**src/rtl/axis_user_demux_n.sv**
```systemverilog
// N-channel AXI-Stream packet demultiplexer: routes whole packets by the lowest set
// tuser bit of the first beat, drops unroutable or link-inactive packets and counts them.

package pcie_dl_pkg;
  typedef enum logic [1:0] {
    DL_INACTIVE = 2'd0,
    DL_INIT     = 2'd1,
    DL_ACTIVE   = 2'd2
  } pcie_dl_status_e;
endpackage

module axis_user_demux_n #(
  parameter int DATA_WIDTH     = 32,
  parameter int KEEP_WIDTH     = DATA_WIDTH / 8,
  parameter int USER_WIDTH     = 2,
  parameter int NUM_CH         = 2,
  parameter int DROP_CNT_WIDTH = 16
) (
  input  logic                               clk_i,
  input  logic                               rst_i,
  input  pcie_dl_pkg::pcie_dl_status_e       link_status_i,
  input  logic [DATA_WIDTH-1:0]              s_axis_tdata,
  input  logic [KEEP_WIDTH-1:0]              s_axis_tkeep,
  input  logic                               s_axis_tvalid,
  input  logic                               s_axis_tlast,
  input  logic [USER_WIDTH-1:0]              s_axis_tuser,
  output logic                               s_axis_tready,
  output logic [NUM_CH*DATA_WIDTH-1:0]       m_axis_tdata,
  output logic [NUM_CH*KEEP_WIDTH-1:0]       m_axis_tkeep,
  output logic [NUM_CH-1:0]                  m_axis_tvalid,
  output logic [NUM_CH-1:0]                  m_axis_tlast,
  output logic [NUM_CH*USER_WIDTH-1:0]       m_axis_tuser,
  input  logic [NUM_CH-1:0]                  m_axis_tready,
  output logic [DROP_CNT_WIDTH-1:0]          drop_count_o,
  output logic                               busy_o
);

  // state   | meaning
  // ST_IDLE | waiting for the first beat of a packet; routes it
  // ST_FWD  | forwarding the rest of a packet to channel sel_q
  // ST_DROP | discarding the rest of an unroutable packet
  typedef enum logic [1:0] {ST_IDLE, ST_FWD, ST_DROP} state_e;

  localparam int SEL_W = $clog2(NUM_CH);

  state_e                    state_q, state_d;
  logic [SEL_W-1:0]          sel_q, sel_d;
  logic [SEL_W-1:0]          route_idx, fwd_idx;
  logic                      route_found, fwd_valid, drop_start, s_ready;
  logic [NUM_CH-1:0]         ch_in_valid, ch_in_ready;
  logic [DROP_CNT_WIDTH-1:0] drop_cnt_q;

  always_comb begin
    route_found = 1'b0;
    route_idx   = '0;
    for (int k = NUM_CH - 1; k >= 0; k--) begin
      if (s_axis_tuser[k]) begin
        route_found = 1'b1;
        route_idx   = SEL_W'(k);
      end
    end
  end

  always_comb begin
    state_d    = state_q;
    sel_d      = sel_q;
    s_ready    = 1'b0;
    fwd_valid  = 1'b0;
    fwd_idx    = sel_q;
    drop_start = 1'b0;
    case (state_q)
      ST_IDLE: begin
        if (s_axis_tvalid) begin
          if (route_found && (link_status_i == pcie_dl_pkg::DL_ACTIVE)) begin
            fwd_idx   = route_idx;
            fwd_valid = 1'b1;
            s_ready   = ch_in_ready[route_idx];
            if (s_ready && !s_axis_tlast) begin
              sel_d   = route_idx;
              state_d = ST_FWD;
            end
          end else begin
            s_ready    = 1'b1;
            drop_start = 1'b1;
            if (!s_axis_tlast) state_d = ST_DROP;
          end
        end
      end
      ST_FWD: begin
        fwd_valid = s_axis_tvalid;
        s_ready   = ch_in_ready[sel_q];
        if (s_axis_tvalid && s_ready && s_axis_tlast) state_d = ST_IDLE;
      end
      ST_DROP: begin
        s_ready = 1'b1;
        if (s_axis_tvalid && s_axis_tlast) state_d = ST_IDLE;
      end
      default: state_d = ST_IDLE;
    endcase
  end

  assign s_axis_tready = rst_i & s_ready;
  assign busy_o        = (state_q != ST_IDLE);
  assign drop_count_o  = drop_cnt_q;

  always_ff @(posedge clk_i) begin
    if (!rst_i) begin
      state_q    <= ST_IDLE;
      sel_q      <= '0;
      drop_cnt_q <= '0;
    end else begin
      state_q <= state_d;
      sel_q   <= sel_d;
      if (drop_start && (drop_cnt_q != '1)) drop_cnt_q <= drop_cnt_q + DROP_CNT_WIDTH'(1);
    end
  end

  for (genvar k = 0; k < NUM_CH; k++) begin : g_ch
    logic [DATA_WIDTH-1:0] out_data_q, skid_data_q;
    logic [KEEP_WIDTH-1:0] out_keep_q, skid_keep_q;
    logic [USER_WIDTH-1:0] out_user_q, skid_user_q;
    logic                  out_last_q, skid_last_q;
    logic                  out_valid_q, skid_valid_q;
    logic                  acc;

    assign ch_in_valid[k] = fwd_valid && (fwd_idx == SEL_W'(k));
    assign ch_in_ready[k] = !skid_valid_q;
    assign acc            = ch_in_valid[k] && !skid_valid_q;

    // Upstream ready depends only on the registered skid flag, never on m_axis_tready.
    always_ff @(posedge clk_i) begin
      if (!rst_i) begin
        out_valid_q  <= 1'b0;
        skid_valid_q <= 1'b0;
      end else if (acc) begin
        if (!out_valid_q || m_axis_tready[k]) begin
          out_valid_q <= 1'b1;
          out_data_q  <= s_axis_tdata;
          out_keep_q  <= s_axis_tkeep;
          out_user_q  <= s_axis_tuser;
          out_last_q  <= s_axis_tlast;
        end else begin
          skid_valid_q <= 1'b1;
          skid_data_q  <= s_axis_tdata;
          skid_keep_q  <= s_axis_tkeep;
          skid_user_q  <= s_axis_tuser;
          skid_last_q  <= s_axis_tlast;
        end
      end else if (out_valid_q && m_axis_tready[k]) begin
        if (skid_valid_q) begin
          skid_valid_q <= 1'b0;
          out_data_q   <= skid_data_q;
          out_keep_q   <= skid_keep_q;
          out_user_q   <= skid_user_q;
          out_last_q   <= skid_last_q;
        end else begin
          out_valid_q <= 1'b0;
        end
      end
    end

    assign m_axis_tdata[k*DATA_WIDTH +: DATA_WIDTH] = out_data_q;
    assign m_axis_tkeep[k*KEEP_WIDTH +: KEEP_WIDTH] = out_keep_q;
    assign m_axis_tuser[k*USER_WIDTH +: USER_WIDTH] = out_user_q;
    assign m_axis_tvalid[k]                         = out_valid_q;
    assign m_axis_tlast[k]                          = out_last_q;
  end

endmodule

```
**config.mk**
```make
export PLATFORM = sky130hd
export DESIGN_NAME = axis_user_demux_n
export DESIGN_NICKNAME = d
export VERILOG_FILES = /design/src/rtl/axis_user_demux_n.sv
export SDC_FILE = /design/constraint.sdc
export NUM_CORES = 1
export LEC_CHECK = 0
export CAP_MARGIN = 40
export CORE_UTILIZATION = 40
export DETAILED_ROUTE_END_ITERATION = 8
export PLACE_DENSITY_LB_ADDON = 0.2
export SLEW_MARGIN = 20
export SYNTH_ARGS = -nofsm -noshare
export SYNTH_HDL_FRONTEND = slang
export SYNTH_SLANG_ARGS = --single-unit
```
**constraint.sdc**
```tcl
create_clock -name clk_i -period 10.2 [get_ports clk_i]
set_input_delay 2.04 -clock clk_i [delete_from_list [all_inputs] [get_ports clk_i]]
set_output_delay 2.04 -clock clk_i [all_outputs]
set_load 0.005 [all_outputs]
```
=== Yosys cells after proc, flatten, opt, wreduce, memory -nomap -nowiden ===
Index checks and enable logic that the tools add are counted.

* Div/mod/pow operators: 0
* Bitwise logic cells: 4
* Muxes and demuxes: 72
* Reduce and logical (&&, ||, !) cells: 35
* Equal/unequal tests: 15
* Order comparisons: 2
* Shifts and indexed selects: 0
* Add/sub/neg operators: 1
* Multipliers: 0

{| class="wikitable"
|+ Operators by type and width
! cell !! count
|-
| 2-to-1 mux 32 bit || 8
|-
| 2-to-1 mux 1 bit || 39
|-
| 2-to-1 mux 4 bit || 8
|-
| 2-to-1 mux 2 bit || 14
|-
| adder 16 x 1 -> 16 bit (second input constant) || 1
|-
| inequality test 16 bit (second input constant) || 1
|-
| logical AND 1 bit || 12
|-
| AND reduction 3 bit || 4
|-
| AND reduction 4 bit || 3
|-
| inequality test 2 bit (second input constant) || 5
|-
| nonzero test 2 bit || 5
|-
| inequality test 2 x 1 -> 1 bit (second input constant) || 4
|-
| inequality test 3 bit (second input constant) || 2
|-
| one-hot mux 2 bit (3 select lines) || 1
|-
| zero test 1 bit || 5
|-
| AND reduction 5 bit || 1
|-
| == test 2 bit (second input constant) || 2
|-
| less-than comparator 1 x 2 -> 1 bit (second input constant) || 2
|-
| AND reduction 2 bit || 2
|-
| NOT 1 bit || 3
|-
| one-hot mux 1 bit (3 select lines) || 1
|-
| == test 2 x 1 -> 1 bit (second input constant) || 1
|-
| zero test 2 bit || 1
|-
| logical OR 1 bit || 2
|-
| 2 further kinds || 2
|}

* Memories: 0
* Input bits: 46
* RAM bits: 0
* Memory bits (read-only): 0
* Register bits after elaboration: 179
* Bits in latches: 0
* Output and inout port bits: 98

=== Depth between registers and ports, before layout ===
Gate-level depths: netlist of run 1.

* Depth in word-level cells: 11
* Gate-level depth with buffers: 8
* Mapped depth without buffers: 6

=== Worst setup path before layout of run 1 ===
No wires, ideal clock.

* Path type: input -> register
* Start point: input port link_status_i[0]
* End point: register g_ch[0].out_data_q[0] (enable)
* Arrival: 5.575 ns
* Buffers on the path: 1
* Setup slack: 4.142 ns
* Stages: 6
* Path through: and4bb_2 a21oi_1 nor3_2 buf_2 a21oi_1 nor3_1

* Longest elaborated chain between the ends: 10
* Elaborated cells on any way between the ends: 15

{| class="wikitable"
|+ Ends and longest elaborated chain
! element !! RTL line !! source
|-
| start, declared || 21 || <nowiki>input pcie_dl_pkg::pcie_dl_status_e link_status_i,</nowiki>
|-
| == test 2 bit (*) || 74 || <nowiki>if (route_found && (link_status_i == pcie_dl_pkg::DL_ACTIVE)) begin</nowiki>
|-
| logical AND 1 bit (*) || 74 ||
|-
| 2-to-1 mux 1 bit || 74 ||
|-
| 2-to-1 mux 1 bit || 73 || <nowiki>if (s_axis_tvalid) begin</nowiki>
|-
| 2-to-1 mux 1 bit || 71 || <nowiki>case (state_q)</nowiki>
|-
| NOT 1 bit || 126 || <nowiki>assign ch_in_valid[k] = fwd_valid && (fwd_idx == SEL_W'(k));</nowiki>
|-
| logical AND 1 bit (*) || 126 ||
|-
| logical AND 1 bit (*) || 128 || <nowiki>assign acc = ch_in_valid[k] && !skid_valid_q;</nowiki>
|-
| inequality test 2 x 1 -> 1 bit (no source line) / nonzero test 2 bit (equally long branches) || n/a ||
|-
| AND reduction 4 bit (no source line) (*) || n/a ||
|-
| end signal, assigned || 138 || <nowiki>out_data_q <= s_axis_tdata;</nowiki>
|-
| end signal, assigned || 152 || <nowiki>out_data_q <= skid_data_q;</nowiki>
|-
| end, declared || 119 || <nowiki>logic [DATA_WIDTH-1:0] out_data_q, skid_data_q;</nowiki>
|}

Every way passes the cells marked *; elsewhere a longest branch is shown, timed or not.
A chain may end at the register's enable or synchronous reset.

=== Worst setup path after layout of run 1 ===
* Start point: input port s_axis_tuser[0]
* End point: output port s_axis_tready

* Longest elaborated chain between the ends: 7
* Elaborated cells on any way between the ends: 9

{| class="wikitable"
|+ Ends and longest elaborated chain
! element !! RTL line !! source
|-
| start, declared || 26 || <nowiki>input logic [USER_WIDTH-1:0] s_axis_tuser,</nowiki>
|-
| 2-to-1 mux 1 bit || 57 || <nowiki>if (s_axis_tuser[k]) begin</nowiki>
|-
| 2-to-1 mux 1 bit (implied by the code) (2 in a row) || 77 || <nowiki>s_ready = ch_in_ready[route_idx];</nowiki>
|-
| 2-to-1 mux 1 bit (*) || 74 ||
|-
| 2-to-1 mux 1 bit (*) || 73 ||
|-
| one-hot mux 1 bit (3 select lines) (*) || 71 ||
|-
| AND 1 bit (*) || 102 || <nowiki>assign s_axis_tready = rst_i & s_ready;</nowiki>
|-
| end, declared || 27 || <nowiki>output logic s_axis_tready,</nowiki>
|}

Every way passes the cells marked *; elsewhere a longest branch is shown, timed or not. The select of a mux whose other input is x is not followed.

==> flow_metrics.env, run 1 <==
export IMPL_r2r_end="g_ch[1].out_user_q[0]"
export IMPL_yosysTopAreaCell="edfxtp_1"
export IMPL_path_cells="clkdlybuf4s50_1 -> nor2_1 -> or2_2 -> o21ai_0 -> a21oi_1 -> clkdlybuf4s50_1"
export IMPL_period_share=0.583
export IMPL_antenna_found_initial=0
export IMPL_cts_setup_buffers=0
export IMPL_syn_avg_cell_area_um2=17.4
export IMPL_slew_headroom=0.503
export IMPL_path_buf_inv=2
export IMPL_synth_seq_cells=179
export IMPL_p_leak_nw=2.96
export IMPL_finalCriticalPeriod_ns=5.95
export IMPL_syn_inst=401
export IMPL_cap_violations=0
export IMPL_synth_warning_count=0
export IMPL_detail_route_antenna_nets=0
export IMPL_drc=0
export IMPL_dieArea_um2=18000
export IMPL_p_sw_frac=0.197
export IMPL_synthTopCellsByArea="edfxtp_1 67%, mux2_2 6.8%, dfxtp_1 6.6%, mux2_1 6.0%, xnor2_1 1.4%"
export IMPL_path_max_fanout=8
export IMPL_instances_no_fill=785
export IMPL_drt_initial_drc_count=169
export IMPL_io_buffer_count=143
export IMPL_p_int_mw=1.19
export IMPL_htree_num_levels=4
export IMPL_synth_top_area_share=0.672
export IMPL_arrival_ns=3.91
export IMPL_fillers=1358
export IMPL_synth_area_um2=6970
export IMPL_syn_to_final_growth_pct=32.4
export IMPL_grt_max_degree=43
export IMPL_powerDensity_nw_per_um2=160
export IMPL_placedCellCount=753
export IMPL_diodes=0
export IMPL_totalWireLength_um=13500
export IMPL_wl_per_cell_um=17.2
export IMPL_synth_edf_count=156
export IMPL_min_path_cells=2
export IMPL_clockRootBuffer="clkbuf_16"
export IMPL_vias_per_cell=4.92
export IMPL_fin_tns_setup_ns=0
export IMPL_cp_top_family="buffers and inverters"
export IMPL_seq_area_frac_synth=0.738
export IMPL_slew_violations=0
export IMPL_coreArea_um2=16800
export IMPL_setup_viol=0
export IMPL_grt_pass1_vias=3883
export IMPL_rsz0062_at_grt="no"
export IMPL_holdWs_ns=0.505
export IMPL_reg2reg_slack_ns=7.32
export IMPL_power_mw=1.48
export IMPL_r2r_start="state_q[0]"
export IMPL_vias=3866
export IMPL_hold_end="drop_count_o[15]"
export IMPL_critPathLaunchType="primary input"
export IMPL_detailed_place_hpwl_um=8630
export IMPL_layout_drive_gt1_share=0.166
export IMPL_grt_pass1_wl_um=21000
export IMPL_post_cts_resized=0
export IMPL_fmax_ghz=0.168
export IMPL_regArea_um2=5140
export IMPL_clk_pin_slew_ns=0.06
export IMPL_power_switching_mw=0.291
export IMPL_synthDistinctLibCells=46
export IMPL_grt_use_total=0.157
export IMPL_clkLatencyLatePin_ns=0.42
export IMPL_min_from="drop_count_o[15]"
export IMPL_max_stage_delay_ns=0.62
export IMPL_fin_skew_ns=0.00724
export IMPL_ir_worst_vdd_mv=0.106
export IMPL_nNetsFinal=600
export IMPL_outcome="finished clean"
export IMPL_num_rows=47
export IMPL_dr_pass1_iters=4
export IMPL_hold_path_class="reg2reg"
export IMPL_pwr_share_comb=0.041
export IMPL_tritoncts="built"
export IMPL_reg2regPathDepth=6
export IMPL_path_class="in2out"
export IMPL_synth_nets=448
export IMPL_hold_viol=0
export IMPL_ys_flop_type="edfxtp_1"
export IMPL_pre_cts_ws_ns=4.24
export IMPL_clockPowerShare=0.419
export IMPL_cts_sinks=179
export IMPL_multi_input_area_um2=1700
export IMPL_worst_slew_pin_slew_ns=0.738
export IMPL_path_common_cell="clkdlybuf4s50_1"
export IMPL_die_x_um=134
export IMPL_share_seq_of_total_power=0.541
export IMPL_hold_buffers=0
export IMPL_start_util=0.415
export IMPL_grt_ovfl_total=0
export IMPL_crit_required_ns=8.16
export IMPL_numCtsBuffers=17
export IMPL_setup_slack_ns=4.25
export IMPL_clock_path_buffers=2
export IMPL_pin_count=144
export IMPL_die_h_um=134
export IMPL_gp_congestion=0.814
export IMPL_async_reset_ff_frac=0
export IMPL_crit_slowest_cell="clkdlybuf4s50_1"
export IMPL_cp_end_kind="primary output"
## cell usage in the layout, fill, tap and decap left out, drive strengths merged, types with 5 or more instances in the layout
cell	instances
dfxtp	23
nand3	7
and3	5
nand2	6
o21ai	6
clkbuf	18
a21oi	15
edfxtp	156
nor2	19
xnor2	11
mux2	79
nor3	5
a211oi	7
buf	7
clkdlybuf4s50	143
inv	11
clkinvlp	5
## worst max-delay path by stage
stage | slack, ns | cells after the start | start | endpoint
after global placement | 4.26 | 6 | s_axis_tuser[0] | s_axis_tready
after floorplan | 4.14 | 6 | link_status_i[0] | g_ch[0].out_data_q[0]
after global routing | 4.10 | 6 | s_axis_tuser[0] | s_axis_tready
after CTS | 4.22 | 6 | s_axis_tuser[0] | s_axis_tready
final | 4.25 | 6 | s_axis_tuser[0] | s_axis_tready
after detailed placement | 4.24 | 6 | s_axis_tuser[0] | s_axis_tready
## final cells by class
cell class,count,area share
clock buffers,18,0.0465
clock inverters,13,0.0145
inverters,9,0.00366
multi-input cells,196,0.185
flip-flops and latches,179,0.557
well taps,220,0.0298
repair buffers,150,0.164
## cells by family after synthesis
logic type,Yosys count,synth area share
compound gates,37,0.0364
xor+xnor,11,0.0138
fa+ha+maj,1,0.00179
buf+inv,26,0.0219
flops,179,0.738
mux,83,0.133
simple gates,64,0.0549
## tightest hold or removal path: stages (launching register included)
cell and delay (ns):
dfxtp_1 0.34, nand2_1 0.06, mux2i_1 0.05
## metrics by stage
stage	instance area [um^2]	utilization
floorplan	6970	-
global placement	8630	0.513
detailed placement	8650	0.515
CTS	9220	0.548
global route	9230	0.549
finish	9230	0.549
## power groups by stage
stage,Sequential (mW),Combinational (mW),Clock (mW)
6_report,0.799,0.0603,0.618
5_1_grt,0.799,0.0653,0.656
4_1_cts,0.799,0.0602,0.631
3_5_place_dp,0.814,0.0598,0
3_3_place_gp,0.814,0.0585,0
2_1_floorplan,0.814,0.0210,0
## synthesized netlist by cell type (5+ instances only)
cell	count
nand2_1	6
o21ai_0	6
buf_4	5
mux2_2	42
mux2_1	37
a21oi_1	14
nor2_1	18
edfxtp_1	156
inv_1	9
and3_1	5
xnor2_1	11
a211oi_1	6
dfxtp_1	23
buf_2	5
nand3_1	7
## registers in the layout (all words and copies together) (netlist names)
register / flops
g_ch.out_user_q: 4
g_ch.out_keep_q: 8
g_ch.skid_valid_q: 2
drop_count_o: 16
g_ch.skid_last_q: 2
sel_q: 1
g_ch.out_data_q: 64
state_q: 2
g_ch.skid_keep_q: 8
g_ch.skid_data_q: 64
g_ch.skid_user_q: 4
g_ch.out_last_q: 2
g_ch.out_valid_q: 2
## metal layers
| layer | share of wire | track usage | up-vias | wire [um] |
|---|---|---|---|---|
| li1 | - | - | 1846 | - |
| met3 | 0.048 | 0.0370 | 20 | 646 |
| met4 | 0.019 | 0.0655 | 0 | 251 |
| met1 | 0.45 | 0.205 | 1874 | 6120 |
| met2 | 0.48 | 0.252 | 126 | 6490 |
| met5 | 0 | 0 | - | 0 |
No activity file was read; power rests on OpenSTA's default activity.
==> run 2: changes to the inputs <==
clock period = 5 ns   (was 10.2 ns; I/O delays follow)
==> run 2 against run 1 <==
Against the previous run: register-to-register slack got worse by 5.0 ns; combinational power increased by 100%; clock skew increased by 0.0015 ns; count of clock-buffer cells in the layout unchanged; sequential power increased by 100%; power increased by 100%; design area increased by 0.53%; setup slack got worse by 3.2 ns; critical path depth unchanged; sequential share of layout area decreased by 0.29 points; global-route usage increased by 0.26 points; critical path type unchanged; largest power group unchanged.
==> flow_metrics.env, run 2 (synthesized netlist as in run 1, its figures left out) <==
export IMPL_hold_path_class="reg2reg"
export IMPL_worst_slew_pin_slew_ns=0.676
export IMPL_path_buf_inv=2
export IMPL_p_leak_nw=2.98
export IMPL_pre_cts_ws_ns=1.07
export IMPL_num_rows=47
export IMPL_pwr_share_comb=0.041
export IMPL_p_int_mw=2.42
export IMPL_instances_no_fill=789
export IMPL_reg2reg_slack_ns=2.36
export IMPL_p_sw_frac=0.198
export IMPL_drt_initial_drc_count=199
export IMPL_grt_busiest_layer="met2"
export IMPL_rsz0062_at_grt="no"
export IMPL_nNetsFinal=604
export IMPL_dr_pass1_iters=6
export IMPL_hold_end="drop_count_o[15]"
export IMPL_period_share=0.795
export IMPL_cap_violations=0
export IMPL_die_h_um=134
export IMPL_cts_sinks=179
export IMPL_clock_path_buffers=2
export IMPL_finalCriticalPeriod_ns=3.97
export IMPL_diodes=0
export IMPL_fin_tns_setup_ns=0
export IMPL_fin_skew_ns=0.00870
export IMPL_pin_count=144
export IMPL_grt_max_degree=42
export IMPL_gp_congestion=0.829
export IMPL_grt_use_total=0.160
export IMPL_syn_to_final_growth_pct=33.1
export IMPL_min_path_cells=2
export IMPL_coreArea_um2=16800
export IMPL_cts_setup_buffers=0
export IMPL_share_seq_of_total_power=0.540
export IMPL_clockPowerShare=0.419
export IMPL_critPathLaunchType="primary input"
export IMPL_grt_pass1_vias=3922
export IMPL_path_max_fanout=8
export IMPL_grt_ovfl_total=0
export IMPL_antenna_found_initial=0
export IMPL_start_util=0.415
export IMPL_ir_worst_vdd_mv=0.219
export IMPL_hold_buffers=0
export IMPL_path_cells="clkdlybuf4s50_1 -> nor2_1 -> or2_2 -> o21ai_0 -> a21oi_1 -> clkdlybuf4s50_1"
export IMPL_max_stage_delay_ns=0.64
export IMPL_slew_headroom=0.545
export IMPL_detail_route_antenna_nets=0
export IMPL_layout_drive_gt1_share=0.170
export IMPL_clockRootBuffer="clkbuf_16"
export IMPL_setup_viol=0
export IMPL_crit_slowest_cell="clkdlybuf4s50_1"
export IMPL_r2r_end="g_ch[1].out_data_q[4]"
export IMPL_final_common_cell="edfxtp_1"
export IMPL_grt_use_met3=0.0401
export IMPL_use_met2=0.252
export IMPL_clkLatencyLatePin_ns=0.42
export IMPL_r2r_start="state_q[0]"
export IMPL_grt_pass1_wl_um=21600
export IMPL_clk_pin_slew_ns=0.06
export IMPL_hold_viol=0
export IMPL_power_switching_mw=0.597
export IMPL_final_cell_mix="156 x edfxtp_1, 143 x clkdlybuf4s50_1, 42 x mux2_2"
export IMPL_wl_per_cell_um=17.6
export IMPL_outcome="finished clean"
export IMPL_drc=0
export IMPL_min_from="drop_count_o[15]"
export IMPL_cp_end_kind="primary output"
export IMPL_slew_violations=0
export IMPL_dieArea_um2=18000
export IMPL_totalWireLength_um=13900
export IMPL_die_x_um=134
export IMPL_post_cts_resized=0
export IMPL_numCtsBuffers=17
export IMPL_path_class="in2out"
export IMPL_placedCellCount=758
export IMPL_io_buffer_count=143
export IMPL_vias_per_cell=4.92
export IMPL_cp_top_family="buffers and inverters"
export IMPL_detailed_place_hpwl_um=9180
export IMPL_htree_num_levels=4
export IMPL_arrival_ns=2.97
export IMPL_reg2regPathDepth=5
export IMPL_setup_slack_ns=1.03
export IMPL_tritoncts="built"
export IMPL_crit_required_ns=4.00
export IMPL_path_common_cell="clkdlybuf4s50_1"
export IMPL_grt_util_met1=0.213
export IMPL_vias=3881
export IMPL_fmax_ghz=0.252
export IMPL_powerDensity_nw_per_um2=325
## run 2: cell type report
| cell class | instances | area (um^2) |
|---|---|---|
| clock buffers | 18 | 429 |
| clock inverters | 13 | 134 |
| fillers | 1336 | 7540 |
| inverters | 9 | 33.8 |
| multi-input cells | 196 | 1710 |
| flip-flops and latches | 179 | 5140 |
| well taps | 220 | 275 |
| repair buffers | 154 | 1550 |
## run 2: through the flow
| stage | power [mW] | area, um^2 | util | hold slack, ns |
|---|---|---|---|---|
| 6_report | 3.02 | 9280 | 0.552 | 0.491 |
| 5_1_grt | 3.12 | 9280 | 0.552 | 0.527 |
| 4_1_cts | 3.05 | 9280 | 0.552 | 0.495 |
| 3_5_place_dp | 1.79 | 8720 | 0.518 | 0.477 |
| 3_3_place_gp | 1.78 | 8660 | 0.515 | 0.474 |
| 2_1_floorplan | 1.70 | 6980 | - | 0.471 |
## run 2: power groups by stage
stage	registers, mW	logic (mW)	clock network, mW
3_3_place_gp	1.66	0.121	0
6_report	1.63	0.123	1.27
4_1_cts	1.63	0.125	1.30
2_1_floorplan	1.66	0.0429	0
5_1_grt	1.63	0.134	1.35
3_5_place_dp	1.66	0.124	0
## run 2: how the worst max path moves through the flow
stage	start	endpoint	slack, ns	cells past startpoint
after global routing	s_axis_tuser[0]	s_axis_tready	0.93	6
final	s_axis_tuser[0]	s_axis_tready	1.03	6
after global placement	s_axis_tuser[1]	s_axis_tready	1.14	6
after detailed placement	s_axis_tuser[0]	s_axis_tready	1.07	6
after floorplan	link_status_i[0]	g_ch[1].skid_data_q[0]	0.34	5
after CTS	s_axis_tuser[0]	s_axis_tready	1.06	6
## run 2: worst min-delay path: cells and delay by family, from the launching register on
kind | cells | cell delay, ns
flip-flops | 1 | 0.33
multiplexers | 1 | 0.05
AND/OR/NAND/NOR | 1 | 0.06
## run 2: metal layers
layer	part of all wire	wire length (um)	vias up
met5	0	0	-
met4	0.014	191	0
met3	0.054	742	15
met2	0.48	6590	113
met1	0.46	6340	1903
li1	-	-	1850
==> run 3: changes to the inputs <==
clock period = 3.5 ns   (was 5 ns; I/O delays follow)
==> run 3 against run 2 <==
Against the previous run: power is 41% higher; routed wire length fell by 0.25%; design area barely moved; first-iteration DRC count down 6.5%; combinational power increased by 46%; sequential cell count unchanged; worst hold slack improved by 0.0020 ns; sequential share of layout area hardly changed; clock power grew 38%; via count rose by 1.5%; core utilization about the same; non-clock buffer count did not move; highest routed layer unchanged.
==> flow_metrics.env, run 3 (synthesized netlist as in run 1, its figures left out) <==
export IMPL_tritoncts="built"
export IMPL_hold_path_class="reg2reg"
export IMPL_grt_use_total=0.161
export IMPL_powerDensity_nw_per_um2=458
export IMPL_outcome="finished clean"
export IMPL_path_class="in2out"
export IMPL_max_stage_delay_ns=0.64
export IMPL_totalWireLength_um=13800
export IMPL_met1Wirelength_um=6250
export IMPL_dieArea_um2=18000
export IMPL_coreArea_um2=16800
export IMPL_grt_ovfl_total=0
export IMPL_numCtsBuffers=17
export IMPL_clk_pin_slew_ns=0.07
export IMPL_start_util=0.415
export IMPL_fmax_ghz=0.298
export IMPL_path_buf_inv=2
export IMPL_antenna_found_initial=0
export IMPL_nNetsFinal=604
export IMPL_final_common_cell="edfxtp_1"
export IMPL_syn_to_final_growth_pct=33.1
export IMPL_vias=3939
export IMPL_setup_viol=0
export IMPL_grt_pass1_wl_um=21600
export IMPL_clock_path_buffers=2
export IMPL_top_layer="met4"
export IMPL_drc=0
export IMPL_final_cell_mix="156 x edfxtp_1, 143 x clkdlybuf4s50_1, 42 x mux2_2"
export IMPL_cts_sinks=179
export IMPL_wl_met2_um=6650
export IMPL_clkLatencyLatePin_ns=0.42
export IMPL_htree_num_levels=4
export IMPL_path_cells="clkdlybuf4s50_1 -> nor2_1 -> or2_2 -> o21ai_0 -> a21oi_1 -> clkdlybuf4s50_1"
export IMPL_num_rows=47
export IMPL_fin_tns_setup_ns=0
export IMPL_hold_buffers=0
export IMPL_instances_no_fill=790
export IMPL_p_leak_nw=2.99
export IMPL_post_cts_resized=0
export IMPL_drt_initial_drc_count=186
export IMPL_detail_route_antenna_nets=0
export IMPL_die_h_um=134
export IMPL_vias_per_cell=4.99
export IMPL_period_share=0.958
export IMPL_grt_pass1_vias=4006
export IMPL_hold_viol=0
export IMPL_slew_violations=0
export IMPL_die_x_um=134
export IMPL_layout_drive_gt1_share=0.179
export IMPL_fillers=1369
export IMPL_fin_skew_ns=0.00672
export IMPL_place_area_um2=8730
export IMPL_rsz0062_at_grt="no"
export IMPL_multi_input_area_um2=1710
export IMPL_cp_top_family="buffers and inverters"
export IMPL_crit_slowest_cell="clkdlybuf4s50_1"
export IMPL_cap_violations=0
export IMPL_worst_slew_pin_slew_ns=0.734
export IMPL_detailed_place_hpwl_um=8760
export IMPL_wl_per_cell_um=17.5
export IMPL_regArea_um2=5140
export IMPL_gp_congestion=0.808
export IMPL_placedCellCount=758
export IMPL_utilization=0.552
export IMPL_ir_worst_vdd_mv=0.302
export IMPL_cp_end_kind="primary output"
export IMPL_path_max_fanout=8
export IMPL_path_common_cell="clkdlybuf4s50_1"
export IMPL_dr_pass1_iters=4
export IMPL_grt_max_degree=41
export IMPL_diodes=0
export IMPL_clockRootBuffer="clkbuf_16"
export IMPL_finalCriticalPeriod_ns=3.35
export IMPL_crit_required_ns=2.80
export IMPL_pin_count=144
export IMPL_final_area_um2=9280
export IMPL_wl_met3_um=715
export IMPL_cts_setup_buffers=0
export IMPL_critPathLaunchType="primary input"
export IMPL_io_buffer_count=143
export IMPL_arrival_ns=2.65
export IMPL_slew_headroom=0.505
==> run 3: cell count changes in the layout (fill, tap and decap cells not counted), moves of 2 or more <==
cell	before	now
bufinv_16	2	0
buf_4	9	7
clkinv_2	1	3
buf_16	2	0
clkinv_1	3	0
buf_12	0	4
clkinv_4	0	4
clkinvlp_4	5	3
==> run 3: where the power goes <==
group	internal (mW)	switching, mW	total, mW
clock network	0.927	0.822	1.75
registers	2.32	0.00825	2.33
logic	0.0977	0.0809	0.179
==> run 3: stage by stage <==
step           power [mW]  hold WS (ns)  setup slack, ns
3_5_place_dp         2.55         0.481            0.202
3_3_place_gp         2.55         0.473            0.257
5_1_grt              4.40         0.511           0.0586
4_1_cts              4.30         0.495            0.187
6_report             4.25         0.493            0.148
2_1_floorplan        2.44         0.471           0.0549
==> run 3: path summary, 6_finish.rpt <==
kind,start,endpoint,slack [ns],depth (start not counted)
min reg2reg,drop_count_o[15],drop_count_o[15],0.49,2
max reg2reg,state_q[0],g_ch[1].out_data_q[3],1.29,4
min,drop_count_o[15],drop_count_o[15],0.49,2
max,s_axis_tuser[0],s_axis_tready,0.15,6
==> run 3: final cells by class <==
| cell class | instances | area share |
|---|---|---|
| Clock buffer | 17 | 0.0458 |
| Sequential cell | 179 | 0.554 |
| Inverter | 9 | 0.00364 |
| Tap cell | 220 | 0.0297 |
| Timing Repair Buffer | 154 | 0.168 |
| Multi-Input combinational cell | 196 | 0.184 |
| Clock inverter | 15 | 0.0139 |
==> run 3: metal layers <==
metal,global-route usage,vias to the layer above
met5,0,-
met3,0.0385,17
met1,0.208,1934
met2,0.264,134
li1,-,1854
met4,0.0581,0
==> run 3: worst register-to-register path, delay by kind of cell (launching register included) <==
kind,cells,cell delay [ns]
multiplexers,1,0.37
AND/OR/NAND/NOR,1,0.26
buffers and inverters,1,0.37
AO/OA/AOI/OAI,1,0.53
flip-flops,1,0.44
